## src/rtl/instr_fetch_unit.sv

```systemverilog
// Instruction fetch stage: loadable instruction memory, program counter and a
// LOAD/RUN/HALT sequencer presenting one registered instruction per cycle.
module instr_fetch_unit #(
  parameter int                 ADDR_W    = 5,
  parameter int                 INSTR_W   = 32,
  parameter logic [INSTR_W-1:0] HALT_WORD = 32'hFFFF_FFFF
) (
  input  logic               clk,
  input  logic               reset_n,
  input  logic               ld_en,
  input  logic [ADDR_W-1:0]  ld_addr,
  input  logic [INSTR_W-1:0] ld_data,
  input  logic               start,
  input  logic               stall,
  output logic [ADDR_W-1:0]  pc,
  output logic [ADDR_W-1:0]  pc_q,
  output logic [INSTR_W-1:0] instr,
  output logic               ins_valid,
  output logic               insmsb,
  output logic [5:0]         func,
  output logic               halted,
  output logic [1:0]         state_o
);
  localparam int DEPTH = 2**ADDR_W;

  typedef enum logic [1:0] {
    S_LOAD = 2'b00,
    S_RUN  = 2'b01,
    S_HALT = 2'b10
  } state_e;

  state_e             state_q;
  logic [INSTR_W-1:0] mem_q [DEPTH];
  logic [ADDR_W-1:0]  fetch_pc_q;
  logic [ADDR_W-1:0]  cur_pc_q;
  logic [INSTR_W-1:0] instr_q;
  logic               valid_q;
  logic               halted_q;

  logic [INSTR_W-1:0] fetch_word_d;
  logic [ADDR_W-1:0]  pc_inc_d;
  logic               mem_we_d;

  assign fetch_word_d = mem_q[fetch_pc_q];
  assign pc_inc_d     = fetch_pc_q + 1'b1;
  assign mem_we_d     = reset_n && ld_en && (state_q == S_LOAD || state_q == S_HALT);

  // Memory is never reset; writes are only accepted outside RUN.
  always_ff @(posedge clk) begin
    if (mem_we_d) begin
      mem_q[ld_addr] <= ld_data;
    end
  end

  always_ff @(posedge clk) begin
    if (!reset_n) begin
      state_q    <= S_LOAD;
      fetch_pc_q <= '0;
      cur_pc_q   <= '0;
      instr_q    <= '0;
      valid_q    <= 1'b0;
      halted_q   <= 1'b0;
    end else begin
      valid_q <= 1'b0;
      case (state_q)
        S_LOAD: begin
          if (start) begin
            state_q    <= S_RUN;
            fetch_pc_q <= '0;
          end
        end
        S_RUN: begin
          // A stalled cycle neither fetches nor checks for the halt word.
          if (!stall) begin
            if (fetch_word_d == HALT_WORD) begin
              state_q  <= S_HALT;
              halted_q <= 1'b1;
            end else begin
              instr_q    <= fetch_word_d;
              cur_pc_q   <= fetch_pc_q;
              valid_q    <= 1'b1;
              fetch_pc_q <= pc_inc_d;
            end
          end
        end
        S_HALT: begin
          if (start) begin
            state_q    <= S_RUN;
            fetch_pc_q <= '0;
            halted_q   <= 1'b0;
          end else if (ld_en) begin
            state_q  <= S_LOAD;
            halted_q <= 1'b0;
          end
        end
        default: state_q <= S_LOAD;
      endcase
    end
  end

  assign pc        = fetch_pc_q;
  assign pc_q      = cur_pc_q;
  assign instr     = instr_q;
  assign ins_valid = valid_q;
  assign insmsb    = instr_q[INSTR_W-1];
  assign func      = instr_q[5:0];
  assign halted    = halted_q;
  assign state_o   = state_q;
endmodule

```

## config.mk

```make
export PLATFORM = sky130hd
export DESIGN_NAME = instr_fetch_unit
export DESIGN_NICKNAME = d
export VERILOG_FILES = /design/src/rtl/instr_fetch_unit.sv
export SDC_FILE = /design/constraint.sdc
export NUM_CORES = 1
export LEC_CHECK = 0
export CORE_ASPECT_RATIO = 1.4
export CORE_UTILIZATION = 43
export CTS_CLUSTER_DIAMETER = 40
export DETAILED_ROUTE_END_ITERATION = 8
export GPL_ROUTABILITY_DRIVEN = 0
export PLACE_DENSITY = 0.59
export SLEW_MARGIN = 20
export SYNTH_ARGS = -nofsm -noshare
export SYNTH_HDL_FRONTEND = slang
export SYNTH_SLANG_ARGS = --single-unit
```

## constraint.sdc

```tcl
create_clock -name clk -period 3.3 [get_ports clk]
set_clock_uncertainty 0.1 [all_clocks]
set_input_delay 0.66 -clock clk [delete_from_list [all_inputs] [get_ports clk]]
set_output_delay 0.66 -clock clk [all_outputs]
set_load 0.05 [all_outputs]
```

Yosys cells after proc, flatten, opt, wreduce, memory -nomap -nowiden
Memories as Yosys holds them, arrays and structs flattened. A register that Yosys moved wholly into a read port is not among the register bits. Index checks and enable logic that the tools add are counted. W data, S select, Z words.

Logic and storage cells: 53. Output and inout port bits: 53. Bits in latches: 0. Bits in read-only memories: 0. Bits in writable memories: 1024. Memories: 1. Flip-flop bits (word level): 46.

Memory list: mem_q (words 32, width 32, read ports 1, clocked after memory_dff 1, write ports 1, RTL line 33) `logic [INSTR_W-1:0] mem_q [DEPTH];`.

Magnitude comparators: 0. Multiplexer cells: 20. Multipliers: 0. Div/mod/pow operators: 0. Add/sub/neg operators: 1. Shifts and indexed selects: 0. Equality and inequality tests: 9. Bitwise gates (word level): 4. Reduce and logical (&&, ||, !) cells: 12.

Operators with widths (count): $eq A32 B32 Y1 const B (1); $mux W5 (5); $reduce_and A4 Y1 (3); $mux W2 (5); $pmux W5 S2 (1); $ne A2 B2 Y1 const B (4); $mux W1 (7); $pmux W2 S3 (1); $add A5 B1 Y5 const B (1); $not A1 Y1 (4); $reduce_bool A2 Y1 (2); $ne A3 B3 Y1 const B (1); $reduce_and A3 Y1 (1); $reduce_or A3 Y1 (1); $eq A2 B1 Y1 const B (1); $eq A2 B2 Y1 const B (1); $logic_and A1 B1 Y1 (2); $logic_not A2 Y1 (1); $ne A2 B1 Y1 const B (1); $pmux W1 S2 (1); $reduce_or A2 Y1 (1); $logic_or A1 B1 Y1 (1).

Longest topological paths before layout
Gate-level depths: netlist (run 1).

Word-level depth: 6. Depth in mapped cells: 15. Gate-level depth less buffers: 9.

Worst setup path after synthesis (run 1)
No wires, ideal clock.

Path kind: input to register. Start: in reset_n. End: mem mem_q[15][0] (enable). Data arrival time: 2.719 ns. Setup time: 0.421 ns. Slack: 0.059 ns. Buffers on the path: 1. Stages on the path: 4. Cells stage by stage: clkbuf_1 -> and3_1 -> nand3_1 -> nor2_1.

Word-level cells in the longest chain between the ends: 4.

Ends and longest elaborated chain: start: declaration (RTL line 9) `input logic reset_n,`; $logic_and A1 B1 Y1 (2 in a row) (RTL line 46) `assign mem_we_d = reset_n && ld_en && (state_q == S_LOAD || state_q == S_HALT);`; $mux W1 (RTL line 50) `if (mem_we_d) begin`; $mux W1 (not written as such) (RTL line 51) `mem_q[ld_addr] <= ld_data;`; end: declaration (RTL line 33).

No other way between the ends.

==> results_dict.tcl, run 1 <==
set metrics [dict create \
    holdPathStages 3 \
    ys.flop_type "edfxtp_1" \
    ir_drop_uv 425.1 \
    synth_fp_nets 2070 \
    met1_length_mm 44.53 \
    highest_layer "met5" \
    hold_path_end "pc_q[4]" \
    fillers 7328 \
    ys_seq_area_share_pct 75.55 \
    rr_worst_depth 13 \
    die_w_um 266.3 \
    cts_hold_buf 0 \
    die_h_um 372.0 \
    viasPerCell 5.757 \
    hold_path_class "in -> reg" \
    synth_cells 2027 \
    netlist_area_um2 42050 \
    rows 135 \
    power.total_uw 28910 \
    grt_pass1_vias 22870 \
    rsz0062_at_grt "true" \
    final_max_slew_viol_count 0 \
    clk_pin_slew_ps 70 \
    startpoint_type "flip-flop" \
    multi_input_area_um2 10100 \
    die-area_um2 99070 \
    dp.cells 3593 \
    drive_gt1_share_pct 34.17 \
    globalRouteOverflowTotal 0 \
    cts_tree "yes" \
    crit_buf_inv 5 \
    clockBufferDepth 3 \
    root_buffer "clkbuf_16" \
    cts.htree.levels 3 \
    hold_start "reset_n" \
    failed_checks "setup timing" \
    synth_area_per_cell_um2 20.75 \
    crit_fanout 7 \
    setup_ws_ps -147.8 \
    final_cells 3860 \
    drtPass1Iterations 5 \
    port_buffers 94 \
    worstSkewPairLatency_ps 700 \
    p_leak_uw 0.01666 \
    status "finished with violations" \
    coreArea_um2 96790 \
    area_delta_synth_final_pct 23.67 \
    io_pins 95 \
    ys_types 73 \
    power_density_nw_per_um2 555.9 \
    max_slew_margin_pct 30.94 \
    start_util_pct 43.45 \
    vias 22220 \
    synth_async_sr_flop_share_pct 0 \
    r2r_slack_ps -150 \
    worst_pin_slew_ps 1033 \
    path_cells "buf_12 -> buf_16 -> buf_12 -> mux4_2 -> o22ai_2 -> nor4_2 -> buf_4 -> or4b_4 -> nor4b_2 -> nand4_1 -> buf_4 -> a221oi_4 -> a41o_1" \
    finalCoreUtilization_pct 53.73 \
    fin_tns_setup_ps -3970 \
    critical_path_required_ps 3800 \
    drtIter0Drc 2154 \
    synth_edf_count 1024 \
    critPathTopFamily "simple AND/OR/NAND/NOR gates" \
    grt_max_degree 58 \
    cap_violations 0 \
    route.detailed.drc 0 \
    totalWireLength_mm 114.1 \
    met3_length_mm 6.580 \
    antenna_found_initial 3 \
    min_period_ps 3448 \
    ys_warn_count 0 \
    slowest_stage "or4b_4" \
    hold_violations 0 \
    regArea_um2 31790 \
    cp.depth 13 \
    cp.arrival_ps 3950 \
    setup_viol 47 \
    fin_nets 2510 \
    fmax_mhz 290.0 \
    period_share_pct 104.5 \
    grt_use_total_pct 23.38 \
    whs_ps 268.7 \
    cts_buffers 108 \
    wl_per_cell_um 29.56 \
    dp_hpwl_mm 67.44 \
    wl_met2_mm 59.06 \
    grt_first_pass_wirelength_mm 162.9 \
    ant_nets 0 \
    cp-end-kind "flip-flop" \
    synth-seq-cells 1075 \
    cts_sinks 1075 \
    crit_type "reg -> reg" \
    slowest_delay_ps 470 \
]
repair_timing:
| item | CTS | global route |
|---|---|---|
| cloned | 9 | 1 |
| resized for setup | 140 | 20 |
| pin swaps | 47 | 7 |
| buffers inserted | 57 | 2 |
| setup endpoints to repair | 51 | 50 |
layout by cell type (no fill, tap or decap), types with 8 or more instances in the layout:
cell type	n
edfxtp_1	1024
buf_4	242
mux4_2	180
mux2i_1	126
nand2_1	123
clkbuf_16	112
clkdlybuf4s50_1	90
buf_12	66
dfxtp_1	46
mux4_1	42
nand3_1	40
nor2_4	33
buf_6	24
mux2_2	22
a22oi_1	19
o22ai_1	17
a21oi_1	17
inv_6	15
clkinv_2	15
clkinv_1	15
bufinv_16	12
buf_16	12
nor2_1	11
nand4_1	10
nand2b_1	8
a221oi_2	8
a21oi_2	8
clkinvlp_4	8
worst max-delay path by stage:
stage | startpoint | to | slack (ps)
after global routing | flip-flop | flip-flop | -270
after global placement | flip-flop | flip-flop | -500
after floorplan | reset_n | mem_q[15][0] | 60
after CTS | flip-flop | flip-flop | -140
final | flip-flop | flip-flop | -150
after detailed placement | flip-flop | flip-flop | -560
final cells by class:
class	count	area share (%)
Sequential cell	1075	61.12
Multi-Input combinational cell	830	19.42
Timing Repair Buffer	445	9.215
Clock buffer	120	5.428
Tap cell	1301	3.130
Clock inverter	81	1.626
Inverter	7	0.05052
Antenna cell	1	0.004812
synth_stat cells (8+ instances only):
cell	number	area [µm²]
nand3_1	47	235.2
buf_4	32	240.2
o21ai_0	11	55.05
nor3_1	8	40.04
buf_12	10	200.2
mux4_1	43	1130
nand2b_1	8	50.05
clkbuf_1	30	112.6
mux2i_1	129	1291
a21oi_1	25	125.1
nand4_1	10	62.56
nor2_1	47	176.4
mux4_2	179	4031
nand2_1	125	469.2
buf_6	16	180.2
mux2_2	25	281.5
buf_2	15	75.07
a221oi_1	16	140.1
o22ai_1	20	125.1
edfxtp_1	1024	30750
nor2b_1	9	56.30
dfxtp_1	51	1021
a22oi_1	25	187.7
layer usage:
metal / up-vias / global-route usage, %
met5: - / 0
met4: 4 / 8.853
met3: 195 / 3.171
met2: 826 / 40.92
met1: 11840 / 29.54
li1: 9354 / -
kinds of logic (layout without fill, tap and decap cells):
kind of cell	Yosys count	count (layout)	share of synthesized area, %
fa+ha+maj	1	1	0.02975
simple gates	306	306	3.576
compound gates	147	147	2.568
mux	376	376	16.01
buf+inv	122	653	2.264
flops	1075	1075	75.55
other cells	0	1	0
state kept, by name (all words and copies together) (netlist names), named ones only:
| name | count |
|---|---|
| halted | 1 |
| ins_valid | 1 |
| instr | 32 |
| mem_q | 1024 |
| pc | 5 |
| pc_q | 5 |
| state_o | 2 |
power breakdown:
group	switching [µW]	leakage [µW]	total, µW	internal, µW
sequential	31.8	0.00963	15000	15000
combinational	767	0.00524	1280	511
clock	5400	0.00179	12600	7200
total	6200	0.0167	28900	22700
worst min-delay path, delay by kind of cell:
kind          cells  cell delay [ps]
buf+inv           1              210
mux               1               50
simple gates      1              100
through the flow:
| step | setup WS (ps) | area (µm²) |
|---|---|---|
| floorplan | 59.39 | 42050 |
| global placement | -504.1 | 46810 |
| detailed placement | -559.1 | 46810 |
| CTS | -142.9 | 51890 |
| global route | -265.6 | 52000 |
| finish | -147.8 | 52000 |
(Power assumes the default switching activity.)
==> run 2, diff against run 1 <==
--- a/config.mk
+++ b/config.mk
@@ -11,6 +11,7 @@
 export DETAILED_ROUTE_END_ITERATION = 8
 export GPL_ROUTABILITY_DRIVEN = 0
 export PLACE_DENSITY = 0.59
+export SKIP_LAST_GASP = 1
 export SLEW_MARGIN = 20
 export SYNTH_ARGS = -nofsm -noshare
 export SYNTH_HDL_FRONTEND = slang
==> run 2 against run 1 <==
  * The run still ends with setup timing left
  * Clock power hardly changed
  * Count of clock-buffer cells in the layout is the same
  * Global-route usage unchanged
  * Worst setup slack worse by 15 ps
  * Die area unchanged
  * Via count about the same
  * Largest cell class unchanged
  * Flip-flop and latch count unchanged
  * Critical path depth unchanged
  * First-iteration DRC count down 4.3%
  * Sequential power hardly changed
  * Total power hardly changed
  * Highest routed layer unchanged
  * Non-clock buffer count stayed put
==> results_dict.tcl, run 2 (synthesis results as in run 1) <==
set metrics [dict create \
    viasPerCell 5.754 \
    cap_violations 0 \
    clockBufferDepth 3 \
    drive_gt1_share_pct 34.05 \
    layout_commonest_cell "edfxtp_1" \
    cp-end-kind "flip-flop" \
    clk_pin_slew_ps 70 \
    startpoint_type "flip-flop" \
    fin_nets 2510 \
    p_leak_uw 0.01665 \
    cts.htree.levels 3 \
    wl_per_cell_um 29.57 \
    totalWireLength_mm 114.2 \
    root_buffer "clkbuf_16" \
    final_max_slew_viol_count 0 \
    cp.arrival_ps 3960 \
    ir_drop_uv 425.7 \
    port_buffers 94 \
    rows 135 \
    grt_use_total_pct 23.38 \
    die_h_um 372.0 \
    fmax_mhz 288.8 \
    min_period_ps 3462 \
    cts_sinks 1075 \
    drtIter0Drc 2062 \
    whs_ps 268.6 \
    coreArea_um2 96790 \
    start_util_pct 43.45 \
    final_cell_mix "1,024 x edfxtp_1, 242 x buf_4, 180 x mux4_2" \
    cts_buffers 108 \
    critical_path_required_ps 3790 \
    top_register "mem_q" \
    die-area_um2 99070 \
    failed_checks "setup timing" \
    antenna_found_initial 3 \
    dp_hpwl_mm 67.44 \
    die_w_um 266.3 \
    setup_viol 46 \
    hold_path_class "in -> reg" \
    worstSkewPairLatency_ps 700 \
    cts_hold_buf 0 \
    area_delta_synth_final_pct 23.61 \
    hold_violations 0 \
    slowest_stage "or4b_4" \
    slowest_delay_ps 470 \
    power_density_nw_per_um2 556.2 \
    crit_type "reg -> reg" \
    globalRouteOverflowTotal 0 \
    cts_tree "yes" \
    fin_tns_setup_ps -3369 \
    route.detailed.drc 0 \
    largest_register_ffs 1024 \
    path_cells "buf_12 -> buf_16 -> buf_12 -> mux4_2 -> o22ai_2 -> nor4_2 -> buf_4 -> or4b_4 -> nor4b_2 -> nand4_1 -> buf_4 -> a221oi_4 -> a41o_1" \
    setup_ws_ps -162.4 \
    drtPass1Iterations 5 \
    ant_nets 0 \
    period_share_pct 104.9 \
    vias 22210 \
    grt_max_degree 58 \
    crit_fanout 7 \
    grt_first_pass_wirelength_mm 162.9 \
    io_pins 95 \
    grt_pass1_vias 22870 \
    status "finished with violations" \
    max_slew_margin_pct 30.88 \
    rsz0062_at_grt "true" \
    worst_pin_slew_ps 1034 \
]
[run 2: through the flow]
stage | cells | total power, µW | utilization (%) | instance area (µm²) | setup WS [ps]
global route | 3860 | 29620 | 53.71 | 51980 | -265.6
floorplan | 2027 | 15840 | - | 42050 | 59.39
finish | 3860 | 28910 | 53.71 | 51980 | -162.4
global placement | 3593 | 16420 | 48.37 | 46810 | -504.1
CTS | 3857 | 29070 | 53.62 | 51890 | -142.9
detailed placement | 3593 | 16450 | 48.37 | 46810 | -559.1
[run 2: worst max-delay path: cells and delay by family, from the launching register on]
kind / cells / cell delay, ps
AOI/OAI and AO/OA: 3 / 600
buffers and inverters: 5 / 820
DFF: 1 / 360
muxes: 1 / 350
and+or+nand+nor: 4 / 1100
[run 2: final timing paths]
kind              cells past startpoint      start  slack [ps]         to
setup / recovery                     13  flip-flop        -160  flip-flop
hold / removal                        3    reset_n         270    pc_q[4]
setup reg to reg                     13  flip-flop        -160  flip-flop
hold reg to reg                       2  instr[26]         360  instr[26]
[run 2: area by class of cell]
type	count	area (µm²)
antenna	1	2.502
multi-input combinational	830	10080
timing repair buffer	445	4792
clock buffer	120	2823
sequential	1075	31790
tap	1301	1628
clock inverter	81	845.8
fill	7325	44800
inverter	7	26.28
[run 2: report_power, final]
group / internal [µW] / switching [µW]
clock network: 7200 / 5410
registers: 15000 / 31.5
logic: 510 / 766
total: 22700 / 6210
[run 2: metal layers]
metal,vias up,global-route usage [%],part of all wire (%)
li1,9343,-,-
met1,11850,29.54,39
met2,839,40.92,52
met3,176,3.171,6.0
met4,4,8.853,3.3
met5,-,0,0.025
[run 2: timing repair]
item,in CTS,in global routing
resized for setup,140,16
cloned,9,1
setup endpoints to repair,51,50
setup buffers,57,2
pin swaps,47,7
==> run 3, diff against run 2 <==
--- a/config.mk
+++ b/config.mk
@@ -12,7 +12,6 @@
 export GPL_ROUTABILITY_DRIVEN = 0
 export PLACE_DENSITY = 0.59
 export SKIP_LAST_GASP = 1
-export SLEW_MARGIN = 20
 export SYNTH_ARGS = -nofsm -noshare
 export SYNTH_HDL_FRONTEND = slang
 export SYNTH_SLANG_ARGS = --single-unit
==> run 3 against run 2 <==
  * The run still ends with setup timing left
  * Global-route usage is the same
  * Via count is essentially flat
  * Maximum frequency is essentially flat
  * Critical path type unchanged
==> results_dict.tcl, run 3 (synthesis results as in run 1) <==
set metrics [dict create \
    ir_drop_uv 425.7 \
    die_w_um 266.3 \
    critPathTopFamily "simple AND/OR/NAND/NOR gates" \
    setup_ws_ps -162.4 \
    cts_buffers 108 \
    fin_nets 2510 \
    grt_first_pass_wirelength_mm 162.9 \
    area_delta_synth_final_pct 23.65 \
    min_period_ps 3462 \
    crit_fanout 7 \
    top_register "mem_q" \
    grt_use_total_pct 23.38 \
    die_h_um 372.0 \
    final_cell_mix "1,024 x edfxtp_1, 242 x buf_4, 180 x mux4_2" \
    cts_sinks 1075 \
    crit_type "reg -> reg" \
    antenna_found_initial 3 \
    ant_nets 0 \
    cts_hold_buf 0 \
    rsz0062_at_grt "true" \
    drtIter0Drc 2058 \
    final_max_slew_viol_count 0 \
    cts_tree "yes" \
    fmax_mhz 288.8 \
    r2r_slack_ps -160 \
    period_share_pct 104.9 \
    largest_register_ffs 1024 \
    fin_tns_setup_ps -3372 \
    dp_hpwl_mm 67.44 \
    hold_violations 0 \
    rr_worst_depth 13 \
    status "finished with violations" \
    path_cells "buf_12 -> buf_16 -> buf_12 -> mux4_2 -> o22ai_2 -> nor4_2 -> buf_4 -> or4b_4 -> nor4b_2 -> nand4_1 -> buf_4 -> a221oi_4 -> a41o_1" \
    fin_area_um2 52000 \
    max_slew_margin_pct 20.14 \
    power.total_uw 28920 \
    coreArea_um2 96790 \
    totalWireLength_mm 114.2 \
    route.detailed.drc 0 \
    grt_max_degree 58 \
    cp-end-kind "flip-flop" \
    globalRouteOverflowTotal 0 \
    port_buffers 94 \
    viasPerCell 5.751 \
    clk_pin_slew_ps 70 \
    hold_start "reset_n" \
    slowest_delay_ps 470 \
    finalCoreUtilization_pct 53.73 \
    drive_gt1_share_pct 33.93 \
    start_util_pct 43.45 \
    dpl_cell_area_um2 46810 \
    failed_checks "setup timing" \
    drtPass1Iterations 5 \
    p_leak_uw 0.01665 \
    io_pins 95 \
    hold_path_end "pc_q[4]" \
    slowest_stage "or4b_4" \
    holdPathStages 3 \
    root_buffer "clkbuf_16" \
    hold_path_class "in -> reg" \
    cap_violations 0 \
    rows 135 \
    dpl_worst_slack_ps -559.1 \
    setup_viol 46 \
    clockBufferDepth 3 \
    worst_pin_slew_ps 1194 \
    wl_per_cell_um 29.58 \
    grt_pass1_vias 22870 \
    die-area_um2 99070 \
    critical_path_required_ps 3790 \
    worstSkewPairLatency_ps 700 \
    startpoint_type "flip-flop" \
    power_density_nw_per_um2 556.1 \
    cts.htree.levels 3 \
    vias 22200 \
    crit_buf_inv 5 \
    layout_commonest_cell "edfxtp_1" \
    cp.arrival_ps 3960 \
]
-- run 3: cell types whose count changed in the layout (fill, tap and decap cells not counted), sizes merged --
cell | previous run | this run
buf | 353 | 350
clkdlybuf4s50 | 90 | 93
-- run 3: how the worst max path moves through the flow --
stage,depth (start not counted),end,start
2_1_floorplan,4,mem_q[15][0],reset_n
3_3_place_gp,13,flip-flop,flip-flop
5_1_grt,13,flip-flop,flip-flop
6_report,13,flip-flop,flip-flop
4_1_cts,13,flip-flop,flip-flop
3_5_place_dp,13,flip-flop,flip-flop
-- run 3: layer usage --
layer	vias to the layer above	track usage [%]	wire length, µm
met5	-	0	29
met4	4	8.853	3776
met3	176	3.171	6813
met2	826	40.92	59190
met1	11850	29.54	44370
li1	9344	-	-
-- run 3: area by class of cell --
class	count	area, µm²
tap	1301	1628
inverter	7	26.28
antenna	1	2.502
clock inverter	81	845.8
fill	7322	44790
multi-input combinational	830	10080
sequential	1075	31790
clock buffer	120	2823
timing repair buffer	445	4807
-- run 3: worst register-to-register path: stages, from the launching register on --
cell and delay [ps]:
dfxtp_4 360, buf_12 150, buf_16 170, buf_12 160, mux4_2 350, o22ai_2 80
nor4_2 260, buf_4 190, or4b_4 470, nor4b_2 230, nand4_1 140, buf_4 180
a221oi_4 260, a41o_1 260
-- run 3: stage by stage --
step / cells / hold WS [ps]
after global routing: 3860 / 271.3
after detailed placement: 3593 / 349.8
after CTS: 3857 / 217.8
after floorplan: 2027 / 572.7
after global placement: 3593 / 347.5
final: 3860 / 268.5
-- run 3: timing repair --
action / 4_1_cts / 5_1_grt
buffers inserted: 57 / 2
gates cloned: 9 / 1
pin swaps: 47 / 7
setup endpoints to repair: 51 / 50
gates resized for setup: 140 / 16
-- run 3: power breakdown --
group / internal [µW] / switching [µW]
combinational: 512 / 766
clock: 7200 / 5410
sequential: 15000 / 31.5
